[src/rtl/tdm_demux_pkg.sv]
// Shared definitions for the demux family: FSM state encodings and a clog2 helper.
package tdm_demux_pkg;

    typedef enum logic {
        ST_IDLE = 1'b0,
        ST_RECV = 1'b1
    } state_e;

    function automatic int unsigned clog2(input int unsigned n);
        int unsigned r;
        int unsigned v;
        r = 0;
        v = 1;
        while (v < n) begin
            v = v << 1;
            r = r + 1;
        end
        return r;
    endfunction

endpackage

[src/rtl/demux_wr_decode.sv]
// Binary slot index plus write strobe to one-hot shadow-bank write enables.
module demux_wr_decode #(
    parameter int unsigned SLOTS = 4,
    parameter int unsigned CW    = 2
) (
    input  logic [CW-1:0]    idx_i,
    input  logic             stb_i,
    output logic [SLOTS-1:0] wr_en_c
);

    always_comb begin
        wr_en_c = '0;
        for (int k = 0; k < SLOTS; k++) begin
            wr_en_c[k] = stb_i && (idx_i == CW'(k));
        end
    end

endmodule

[src/rtl/tdm_demux.sv]
// TDM receiver: collects SLOTS words per frame into a shadow bank and publishes
// the full frame atomically with a one-cycle valid pulse.
module tdm_demux
    import tdm_demux_pkg::*;
#(
    parameter  int unsigned WIDTH = 4,
    parameter  int unsigned SLOTS = 4,
    localparam int unsigned CW    = clog2(SLOTS)
) (
    input  logic                   clk,
    input  logic                   rst,
    input  logic                   in_valid,
    input  logic                   in_sof,
    input  logic [WIDTH-1:0]       in_data,
    output logic [SLOTS*WIDTH-1:0] out_data,
    output logic                   out_valid,
    output logic                   frame_err,
    output logic [CW-1:0]          cur_slot
);

    state_e                   state_q, state_d;
    logic [CW-1:0]            cnt_q, cnt_d;
    logic [WIDTH-1:0]         shadow_q [SLOTS];
    logic [WIDTH-1:0]         shadow_d [SLOTS];
    logic [SLOTS*WIDTH-1:0]   out_data_q, out_data_d;
    logic [SLOTS*WIDTH-1:0]   frame_c;
    logic                     out_valid_q, out_valid_d;
    logic                     frame_err_q, frame_err_d;
    logic                     wr_stb;
    logic [CW-1:0]            wr_idx;
    logic                     publish;
    logic [SLOTS-1:0]         wr_en_c;

    demux_wr_decode #(
        .SLOTS (SLOTS),
        .CW    (CW)
    ) u_wr_decode (
        .idx_i   (wr_idx),
        .stb_i   (wr_stb),
        .wr_en_c (wr_en_c)
    );

    // Frame tracking: an SOF always restarts at slot 0, dropping any partial frame.
    always_comb begin
        state_d     = state_q;
        cnt_d       = cnt_q;
        wr_stb      = 1'b0;
        wr_idx      = cnt_q;
        publish     = 1'b0;
        out_valid_d = 1'b0;
        frame_err_d = 1'b0;
        case (state_q)
            ST_IDLE: begin
                if (in_valid && in_sof) begin
                    wr_stb  = 1'b1;
                    wr_idx  = '0;
                    cnt_d   = CW'(1);
                    state_d = ST_RECV;
                end
            end
            ST_RECV: begin
                if (in_valid && in_sof) begin
                    frame_err_d = 1'b1;
                    wr_stb      = 1'b1;
                    wr_idx      = '0;
                    cnt_d       = CW'(1);
                end else if (in_valid) begin
                    wr_stb = 1'b1;
                    if (cnt_q == CW'(SLOTS - 1)) begin
                        publish     = 1'b1;
                        out_valid_d = 1'b1;
                        cnt_d       = '0;
                        state_d     = ST_IDLE;
                    end else begin
                        cnt_d = cnt_q + CW'(1);
                    end
                end
            end
            default: state_d = ST_IDLE;
        endcase
    end

    // Shadow bank update and frame packing; the last word is merged on publish.
    always_comb begin
        frame_c = '0;
        for (int k = 0; k < SLOTS; k++) begin
            shadow_d[k] = wr_en_c[k] ? in_data : shadow_q[k];
            frame_c[k*WIDTH +: WIDTH] = shadow_d[k];
        end
        out_data_d = publish ? frame_c : out_data_q;
    end

    always_ff @(posedge clk or posedge rst) begin
        if (rst) begin
            state_q     <= ST_IDLE;
            cnt_q       <= '0;
            out_data_q  <= '0;
            out_valid_q <= 1'b0;
            frame_err_q <= 1'b0;
            for (int k = 0; k < SLOTS; k++) begin
                shadow_q[k] <= '0;
            end
        end else begin
            state_q     <= state_d;
            cnt_q       <= cnt_d;
            out_data_q  <= out_data_d;
            out_valid_q <= out_valid_d;
            frame_err_q <= frame_err_d;
            for (int k = 0; k < SLOTS; k++) begin
                shadow_q[k] <= shadow_d[k];
            end
        end
    end

    assign out_data  = out_data_q;
    assign out_valid = out_valid_q;
    assign frame_err = frame_err_q;
    assign cur_slot  = cnt_q;

endmodule

[config.mk]
export PLATFORM = sky130hd
export DESIGN_NAME = tdm_demux
export DESIGN_NICKNAME = d
export VERILOG_FILES = /design/src/rtl/tdm_demux_pkg.sv /design/src/rtl/demux_wr_decode.sv /design/src/rtl/tdm_demux.sv
export SDC_FILE = /design/constraint.sdc
export NUM_CORES = 1
export LEC_CHECK = 0
export BUFFER_PORTS_ARGS = -buffer_cell sky130_fd_sc_hd__buf_2
export CAP_MARGIN = 20
export CORE_ASPECT_RATIO = 0.7
export CORE_MARGIN = 3
export CORE_UTILIZATION = 55
export DETAILED_ROUTE_END_ITERATION = 8
export PLACE_DENSITY = 0.78
export SYNTH_ARGS = -nofsm -noshare
export SYNTH_HDL_FRONTEND = slang
export SYNTH_SLANG_ARGS = --single-unit
[constraint.sdc]
create_clock -name clk -period 1.95 [get_ports clk]
set_clock_uncertainty 0.1 [all_clocks]
set_input_delay 0.39 -clock clk [delete_from_list [all_inputs] [get_ports clk]]
set_output_delay 0.39 -clock clk [all_outputs]
set_load 0.01 [all_outputs]
# Yosys cells after proc, flatten, opt, wreduce, memory -nomap -nowiden
# Cells that the tools add are included.
[word_totals]
elab_cells = 47
input_bits = 8
reg_bits = 37
[op_classes]
n_eq_ne = 6
reduce_logical = 7
bitwise_logic = 1
muxes = 23
addsub = 1
[op_table]
columns = ["op", "n"]
rows = [
  ["4-bit two-way mux", 4],
  ["1-bit two-way mux", 11],
  ["2-bit two-way mux", 5],
  ["2-bit equality test, second input constant", 3],
  ["1-bit logical AND", 5],
  ["1-bit one-hot mux with 2 select lines", 2],
  ["2-bit one-hot mux with 2 select lines", 1],
  ["3-bit by 2-bit inequality test with 1-bit output, second input constant", 1],
  ["2-bit by 1-bit adder with 2-bit output, second input constant", 1],
  ["2-bit by 1-bit equality test with 1-bit output, second input constant", 1],
  ["2-bit zero test", 1],
  ["2-bit inequality test, second input constant", 1],
  ["2-bit AND reduction", 1],
  ["1-bit inverter", 1],
]

# Logic depth before layout (Yosys ltp)
# Gate-level depths: netlist of run 1.
[logic_depth]
depth_word = 5
ltp_mapped = 6
ltp_nobuf = 5

# Cells and area by module
# A second synthesis of run 1 with hierarchy kept.
[unflattened]
hier_cells = 91
area_unflattened_um2 = 1508.9
[modules_own_cells]
columns = ["mod", "instances", "area_per_inst_um2", "cells_per_inst"]
rows = [
  ["tdm_demux", 1, 1471.4, 87],
  ["demux_wr_decode", 1, 37.5, 4],
]

# Least setup slack after synthesis of run 1
# Ideal clock, no wire load.
[synth_path]
kind = "reg2reg"
start = "reg cnt_q[0] (netlist: cur_slot[0])"
end = "reg out_data_q[14] (netlist: out_data[14])"
setup_slack_ps = 381
path_stages_with_launch = 7
n_path_buf = 1
setup_ps = 87
arrival_ps = 1383
cell_sequence = "dfrtp_1 > ha_1 > nand4b_4 > inv_2 > buf_2 > o211ai_1 > o211ai_1"
[synth_via]
elab_chain_cells = 5
word_cells_on_any_way = 9
classes_between = "eq/ne: 2; mux: 6; reduce/logical: 1"
[synth_rtl]
columns = ["element", "line_no", "text"]
rows = [
  ["start: declaration", "tdm_demux.sv:22", "logic [CW-1:0] cnt_q, cnt_d;"],
  ["start signal: assignment", "tdm_demux.sv:105", "cnt_q <= cnt_d;"],
  ["2-bit equality test", "tdm_demux.sv:69", "if (cnt_q == CW'(SLOTS - 1)) begin"],
  ["1-bit two-way mux", "tdm_demux.sv:69", ""],
  ["1-bit two-way mux", "tdm_demux.sv:67", "end else if (in_valid) begin"],
  ["1-bit two-way mux", "tdm_demux.sv:62", "if (in_valid && in_sof) begin"],
  ["1-bit two-way mux", "tdm_demux.sv:52", "case (state_q)"],
  ["end signal: assignment", "tdm_demux.sv:106", "out_data_q <= out_data_d;"],
  ["end: declaration", "tdm_demux.sv:25", "logic [SLOTS*WIDTH-1:0] out_data_q, out_data_d;"],
]
# Several ways; a longest one is shown, not always the timed one.
# A chain may end at the register's enable or synchronous reset.

# Worst setup path in the final report of run 1
[layout_path]
start = "reg cnt_q[0] (netlist: cur_slot[0])"
end = "reg out_data_q[0] (netlist: out_data[0])"
# The elaborated chain is that of the path after synthesis.

==> summary.txt, run 1 <==
Status
  • Outcome: finished clean

Synthesis
  • Top cell type's share of synthesized area: 0.545
  • Seq/Total Area, Yosys: 0.545
  • Cell Area, Synth: roughly 1700 um^2
  • Post-synthesis register bit count: 37
  • Biggest area consumer among synthesized cells: dfrtp_1
  • Synth unique cells: 34
  • Synth Area per Inst: around 11 um^2
  • Synth area leaders: dfrtp_1 55%, o211ai_1 7.1%, nand2_1 5.1%, mux2_4 3.5%, nand4_1 2.9%
  • Synth Instances: 149
  • Synthesized net count: 158
  • Yosys warns: 0

Setup path
  • Worst EP arrival: around 1900 ps
  • Worst r2r path cells: 5
  • Setup crit start kind: flip-flop
  • CP Cell Sequence: ha_1, nand4b_4, inv_2, nand2_1, o211ai_1
  • Startpoint of the worst setup timing path: cur_slot[0]
  • Critical path endpoint: out_data[0]
  • CP max stage cell: dfrtp_1
  • Max FO, Critical Path: 25
  • FF-to-FF Start: cur_slot[0]
  • Cell count along the critical path: 5
  • Critical path class: flip-flop to flip-flop
  • R2R Path End: out_data[0]
  • Crit path buf inv count: 1
  • Kind of end point of the critical path: flip-flop
  • R2R Setup Slk: 190 ps
  • Worst Path Required: 2050 ps
  • Crit-path max cell delay: between 400 and 500 ps
  • Cell family with most CP delay: flip-flops

Clock tree
  • Skew-Pair Late Insertion Delay: 290 ps
  • Root Driver: clkbuf_8
  • CTS tree: done
  • Clock slew at reported path FFs: approximately 70 ps
  • Post-cts resize count: 0
  • CTS sink cnt: 37
  • H-Tree Depth: 2
  • Number of CTS-inserted buffers: 5
  • Max Root-Sink Buffers: 2
  • Hold_buf cts: 0
  • Post-CTS setup buffers: 0

Die
  • DIE WIDTH: 72.4 um
  • Site Rows: 16
  • # IOs: 28
  • Die span in y: between 50 and 60 um
  • Core region area: ~2900 um^2
  • DIE AREA: roughly 3800 um^2
  • Initial Util: 0.593

Placement
  • Detailed Place HPWL: approximately 2.6 mm
  • Placed Area: 1850 um^2
  • Post-Place Worst Slack: between 150 and 200 ps
  • PortBufs: 27
  • Routability cong.: around 0.78

Timing
  • Max Freq: between 500 and 600 MHz
  • Final worst-path setup slack: approximately 190 ps
  • Period utilization: 0.903
  • Slew HR: 0.698
  • # setup viols final: 0
  • RSZ-0062 raised after global routing: false
  • Final Critical Period: ~1800 ps
  • Final hold vios: 0
  • Slew @ Worst Pin: between 400 and 500 ps
  • Final Slew Violations: 0
  • Setup tns final: 0 ps

Global route
  • Vias in the first global route: ~1,200
  • First-pass GRT wire length: approximately 6 mm
  • GRT Resource Usage Total: 0.215
  • GR Overflow Total: 0
  • Antenna violations before repair: 0
  • Maximum number of pins on one net before global-route repair: 38

Route
  • Iteration-0 DRC Markers: 80
  • ANT nets after route: 0
  • Vias/cell: between 5 and 6
  • DRC violations left: 0
  • DR vias: 1,277
  • WL met3: between 150 and 200 um
  • Pre-antenna DRT Iters: 4
  • Metal2 WL: about 1.7 mm
  • Final wirelength: between 3 and 4 mm
  • Wirelength per Cell: 17.0 um
  • Met1 WL: between 1.5 and 2 mm
  • Max Used Layer: met4

Cells and area
  • Final Util: 0.686
  • Layout area overhead: 15.7%
  • Design area: 1960 um^2
  • ANT cells: 0
  • Nets: ~190
  • Layout cell share with drive strength beyond 1: 0.302

Hold path
  • Hold WC Path Type: input pin to async pin

Run
  • MaxCap Viol Count: 0

Power
  • Static Leakage: around 0.95 nW
  • Power density cells: roughly 1500 nW/um^2
  • VDD IR-drop max: roughly 0.00090 V
-- worst reg2reg max path: stages, from the launching register on --
cell and delay (ps):
dfrtp_1 490, ha_1 290, nand4b_4 120, inv_2 320, nand2_1 150, o211ai_1 210
-- how the worst min path moves through the flow --
stage	slack (ps)	start	end
2_1_floorplan	360	shadow_q[0]	shadow_q[0]
3_3_place_gp	370	out_data[0]	out_data[0]
3_5_place_dp	380	shadow_q[0]	shadow_q[0]
4_1_cts	110	rst	out_data[12]
5_1_grt	130	rst	out_data[0]
6_report	100	rst	out_data[15]
-- synthesized netlist by cell type, drive strengths merged --
| cell type | number |
|---|---|
| buf | 7 |
| nor2 | 6 |
| and2 | 1 |
| and3b | 1 |
| dfrtp | 37 |
| and4b | 1 |
| inv | 3 |
| clkbuf | 1 |
| nand4 | 8 |
| nand4b | 2 |
| o211ai | 16 |
| mux2 | 12 |
| a31oi | 4 |
| o21ai | 6 |
| a22o | 1 |
| nand4bb | 1 |
| nand2b | 1 |
| nor2b | 1 |
| nand3b | 1 |
| a21bo | 4 |
| ha | 1 |
| and3 | 1 |
| a21oi | 4 |
| nand3 | 4 |
| nand2 | 24 |
| nor3b | 1 |
-- metrics by stage --
step	power [W]	hold slack (ps)	cells
final	0.00291	101	215
after global placement	0.00218	374	207
after floorplan	0.00191	364	149
after global routing	0.00309	132	215
after detailed placement	0.00224	383	207
after CTS	0.00293	113	215
-- layer usage --
layer	track usage	up-vias
met3	0.0556	7
met4	0.0890	0
met1	0.294	632
li1	-	602
met5	0	-
met2	0.326	36
-- area by class of cell --
class	instances	area (um^2)
clock buffers	7	86.3
repair buffers	30	158
well taps	36	45.0
flip-flops and latches	37	926
inverters	3	11.3
clock inverters	1	30.0
multi-input cells	101	708
fillers	226	898
-- report_power, final --
group	switching (W)	internal [W]	total, W
registers	0.000209	0.00109	0.00130
clock network	0.000266	0.000417	0.000683
logic	0.000487	0.000435	0.000922
-- logic make-up (layout without fill, tap and decap cells) --
| logic type | Yosys count | in the layout | share of synthesized area |
|---|---|---|---|
| AO/OA/AOI/OAI | 35 | 35 | 0.144 |
| buffers and inverters | 11 | 41 | 0.0376 |
| AND/OR/NAND/NOR | 53 | 53 | 0.178 |
| adder cells (fa/ha/maj) | 1 | 1 | 0.00737 |
| multiplexers | 12 | 12 | 0.0884 |
| flip-flops | 37 | 37 | 0.545 |
-- layout by cell type (no fill, tap or decap), drive strengths merged --
| cell type | synthesis | layout |
|---|---|---|
| dfrtp | 37 | 37 |
| a21oi | 4 | 4 |
| o211ai | 16 | 16 |
| and4b | 1 | 1 |
| nand3b | 1 | 1 |
| nor2 | 6 | 6 |
| nand2b | 1 | 1 |
| inv | 3 | 3 |
| nand4bb | 1 | 1 |
| a22o | 1 | 1 |
| nand4b | 2 | 2 |
| a21bo | 4 | 4 |
| a31oi | 4 | 4 |
| nor3b | 1 | 1 |
| buf | 7 | 30 |
| nand4 | 8 | 8 |
| o21ai | 6 | 6 |
| ha | 1 | 1 |
| clkbuf | 1 | 7 |
| mux2 | 12 | 12 |
| and3b | 1 | 1 |
| nor2b | 1 | 1 |
| and2 | 1 | 1 |
| nand2 | 24 | 24 |
| bufinv | 0 | 1 |
| nand3 | 4 | 4 |
| and3 | 1 | 1 |
-- registers in the layout, indices dropped and copies added (netlist names) --
| register | flops |
|---|---|
| cur_slot | 2 |
| frame_err | 1 |
| out_data | 16 |
| out_valid | 1 |
| shadow_q | 16 |
| state_q | 1 |
Note: power is estimated with default switching activity, not from simulation.
==> inputs of run 2 (changes only) <==
--- a/config.mk
+++ b/config.mk
@@ -9,9 +9,8 @@
 export CAP_MARGIN = 20
 export CORE_ASPECT_RATIO = 0.7
 export CORE_MARGIN = 3
-export CORE_UTILIZATION = 55
+export CORE_UTILIZATION = 30
 export DETAILED_ROUTE_END_ITERATION = 8
-export PLACE_DENSITY = 0.78
 export SYNTH_ARGS = -nofsm -noshare
 export SYNTH_HDL_FRONTEND = slang
 export SYNTH_SLANG_ARGS = --single-unit
==> run 2 against run 1 <==
Via count fell by 2.7%. Design area is 2.3% higher. Critical path depth down 2. Power shrank 1.3%. Routed wire length about the same. Combinational power decreased by 0.5%. Non-clock buffer count stayed put.
==> summary.txt, run 2 (synthesized netlist as in run 1, its figures left out) <==
Global route
  • First-pass GRT wire length: 6.04 mm (+0.92%)
  • Antenna violations before repair: 0 (unchanged)
  • Vias in the first global route: 1,180 (+1.2%)
  • GRT Resource Usage Total: 0.120 (-0.0946)
  • Maximum number of pins on one net before global-route repair: 38 (unchanged)
  • GR Overflow Total: 0 (unchanged)

Timing
  • Period utilization: 0.907 (+0.00455)
  • Final Slew Violations: 0 (unchanged)
  • Final Critical Period: 1770 ps (+8.87 ps)
  • Max Freq: 565 MHz (-0.50%)
  • RSZ-0062 raised after global routing: false
  • Slew HR: 0.694 (-0.00457)
  • Slew @ Worst Pin: 459 ps (+6.86 ps)
  • Setup tns final: 0 ps (unchanged)
  • # setup viols final: 0 (unchanged)
  • Final hold vios: 0 (unchanged)

Clock tree
  • Root Driver: clkbuf_8
  • H-Tree Depth: 2 (unchanged)
  • CTS tree: done
  • Max Root-Sink Buffers: 2 (unchanged)
  • Post-cts resize count: 0 (unchanged)
  • Number of CTS-inserted buffers: 5 (unchanged)
  • Clock slew at reported path FFs: 80 ps (about the same)
  • Hold_buf cts: 0 (unchanged)
  • Skew-Pair Late Insertion Delay: 280 ps (about the same)
  • Post-CTS setup buffers: 0 (unchanged)
  • CTS sink cnt: 37 (unchanged)

Route
  • Vias/cell: 4.95 (-17%)
  • Iteration-0 DRC Markers: 65 (-19%)
  • ANT nets after route: 0 (unchanged)
  • DR vias: 1,243 (-2.7%)
  • DRC violations left: 0 (unchanged)
  • Met1 WL: 1.80 mm (+7.5%)
  • WL met3: 345 um (+88%)
  • Metal2 WL: 1.51 mm (-13%)
  • Pre-antenna DRT Iters: 4 (unchanged)
  • Wirelength per Cell: 14.6 um (-14%)
  • Max Used Layer: met3
  • Final wirelength: 3.66 mm (about the same)

Die
  • DIE WIDTH: 95.9 um (+32%)
  • # IOs: 28 (unchanged)
  • Site Rows: 22 (+6)
  • Die span in y: 68.9 um (+31%)
  • Initial Util: 0.318 (-0.275)
  • DIE AREA: 6610 um^2 (+74%)
  • Core region area: 5340 um^2 (+87%)

Power
  • Clock power frac: 0.236 (about the same)
  • Sequential power share: 0.444 (-0.004)
  • Power density cells: 1430 nW/um^2 (-3.5%)
  • VDD IR-drop max: 0.000663 V (-26%)
  • Pwr Total: 0.00287 W (-1.3%)
  • Static Leakage: 0.953 nW (unchanged)
  • Sw frac: 0.323 (-0.00803)
  • Int Pwr: 0.00194 W (about the same)
  • Switch Pwr: 0.000927 W (-3.7%)
  • Combinational share of power: 0.320 (+0.003)

Cells and area
  • Sequential Area: 926 um^2 (unchanged)
  • Most common cell after layout, fill and taps aside: dfrtp_1
  • ANT cells: 0 (unchanged)
  • Nets: 187 (unchanged)
  • Final Util: 0.376 (-0.310)
  • Fillcell total: 551 (+140%)
  • Most frequent cells in the layout: 37 x dfrtp_1, 27 x buf_2, 23 x nand2_1, 16 x o211ai_1, 8 x nand4_1
  • Layout cell share with drive strength beyond 1: 0.302 (unchanged)
  • Multi-input logic area: 708 um^2 (unchanged)
  • Layout area overhead: 18.3%

Setup path
  • Worst r2r path cells: 3 (-2)
  • Worst Path Required: 2020 ps (-30 ps)
  • Kind of end point of the critical path: flip-flop
  • Crit-path max cell delay: 580 ps (+90 ps)
  • Max FO, Critical Path: 11 (-56%)
  • CP max stage cell: dfrtp_1
  • CP Cell Sequence: nand4bb_1, and2_1, mux2_4
  • Critical path class: flip-flop to flip-flop
  • R2R Path End: shadow_q[14]
  • FF-to-FF Start: state_q
  • R2R Setup Slk: 180 ps (about the same)
  • Startpoint of the worst setup timing path: state_q
  • Setup crit start kind: flip-flop
  • Worst EP arrival: 1840 ps (-30 ps)

Run
  • MaxCap Viol Count: 0 (unchanged)

Placement
  • Routability cong.: 0.718 (-8.1%)
  • PortBufs: 27 (unchanged)
  • Detailed Place HPWL: 2.55 mm (-0.13%)

Status
  • Outcome: finished clean

Hold path
  • Hold WC Path Type: input pin to async pin
-- run 2: cell counts in the layout (fill, tap and decap cells not counted) --
Identical to the previous run, type by type.
-- run 2: how the worst max path moves through the flow --
stage | endpoint | slack, ps | cells after the start
after floorplan | out_data[14] | 380 | 6
after global placement | shadow_q[15] | 160 | 4
after detailed placement | shadow_q[12] | 160 | 4
after CTS | shadow_q[14] | 170 | 3
after global routing | out_data[0] | 5 | 5
final | shadow_q[14] | 180 | 3
-- run 2: stage by stage --
step / hold slack [ps] / cells / setup WS, ps / cell area (um^2)
finish: 102 / 251 / 181 / 2010
global route: 164 / 251 / 5.40 / 2010
CTS: 116 / 251 / 170 / 2010
detailed placement: 378 / 243 / 158 / 1890
global placement: 375 / 243 / 160 / 1890
floorplan: 364 / 149 / 381 / 1700
-- run 2: layout make-up --
type / instances / share of cell area
Clock inverter: 1 / 0.0149
Timing Repair Buffer: 30 / 0.0785
Sequential cell: 37 / 0.461
Tap cell: 72 / 0.0448
Clock buffer: 7 / 0.0430
Multi-Input combinational cell: 101 / 0.352
Inverter: 3 / 0.00560
-- run 2: power groups by stage --
stage | clock network (W) | logic [W] | registers, W
after floorplan | 0 | 0.000581 | 0.00133
after global placement | 0 | 0.000935 | 0.00128
after detailed placement | 0 | 0.000926 | 0.00129
after CTS | 0.000701 | 0.000932 | 0.00128
after global routing | 0.000737 | 0.00103 | 0.00133
final | 0.000678 | 0.000917 | 0.00128
-- run 2: critical path: cells and delay by family, from the launching register on --
family	cells	cell delay, ps
simple gates	2	630
flops	1	580
mux	1	340
-- run 2: routing by layer --
metal  up-vias  GRT usage
met4         0     0.0213
met1       595      0.178
met3         0     0.0401
met5         -          0
met2        44      0.171
li1        604          -
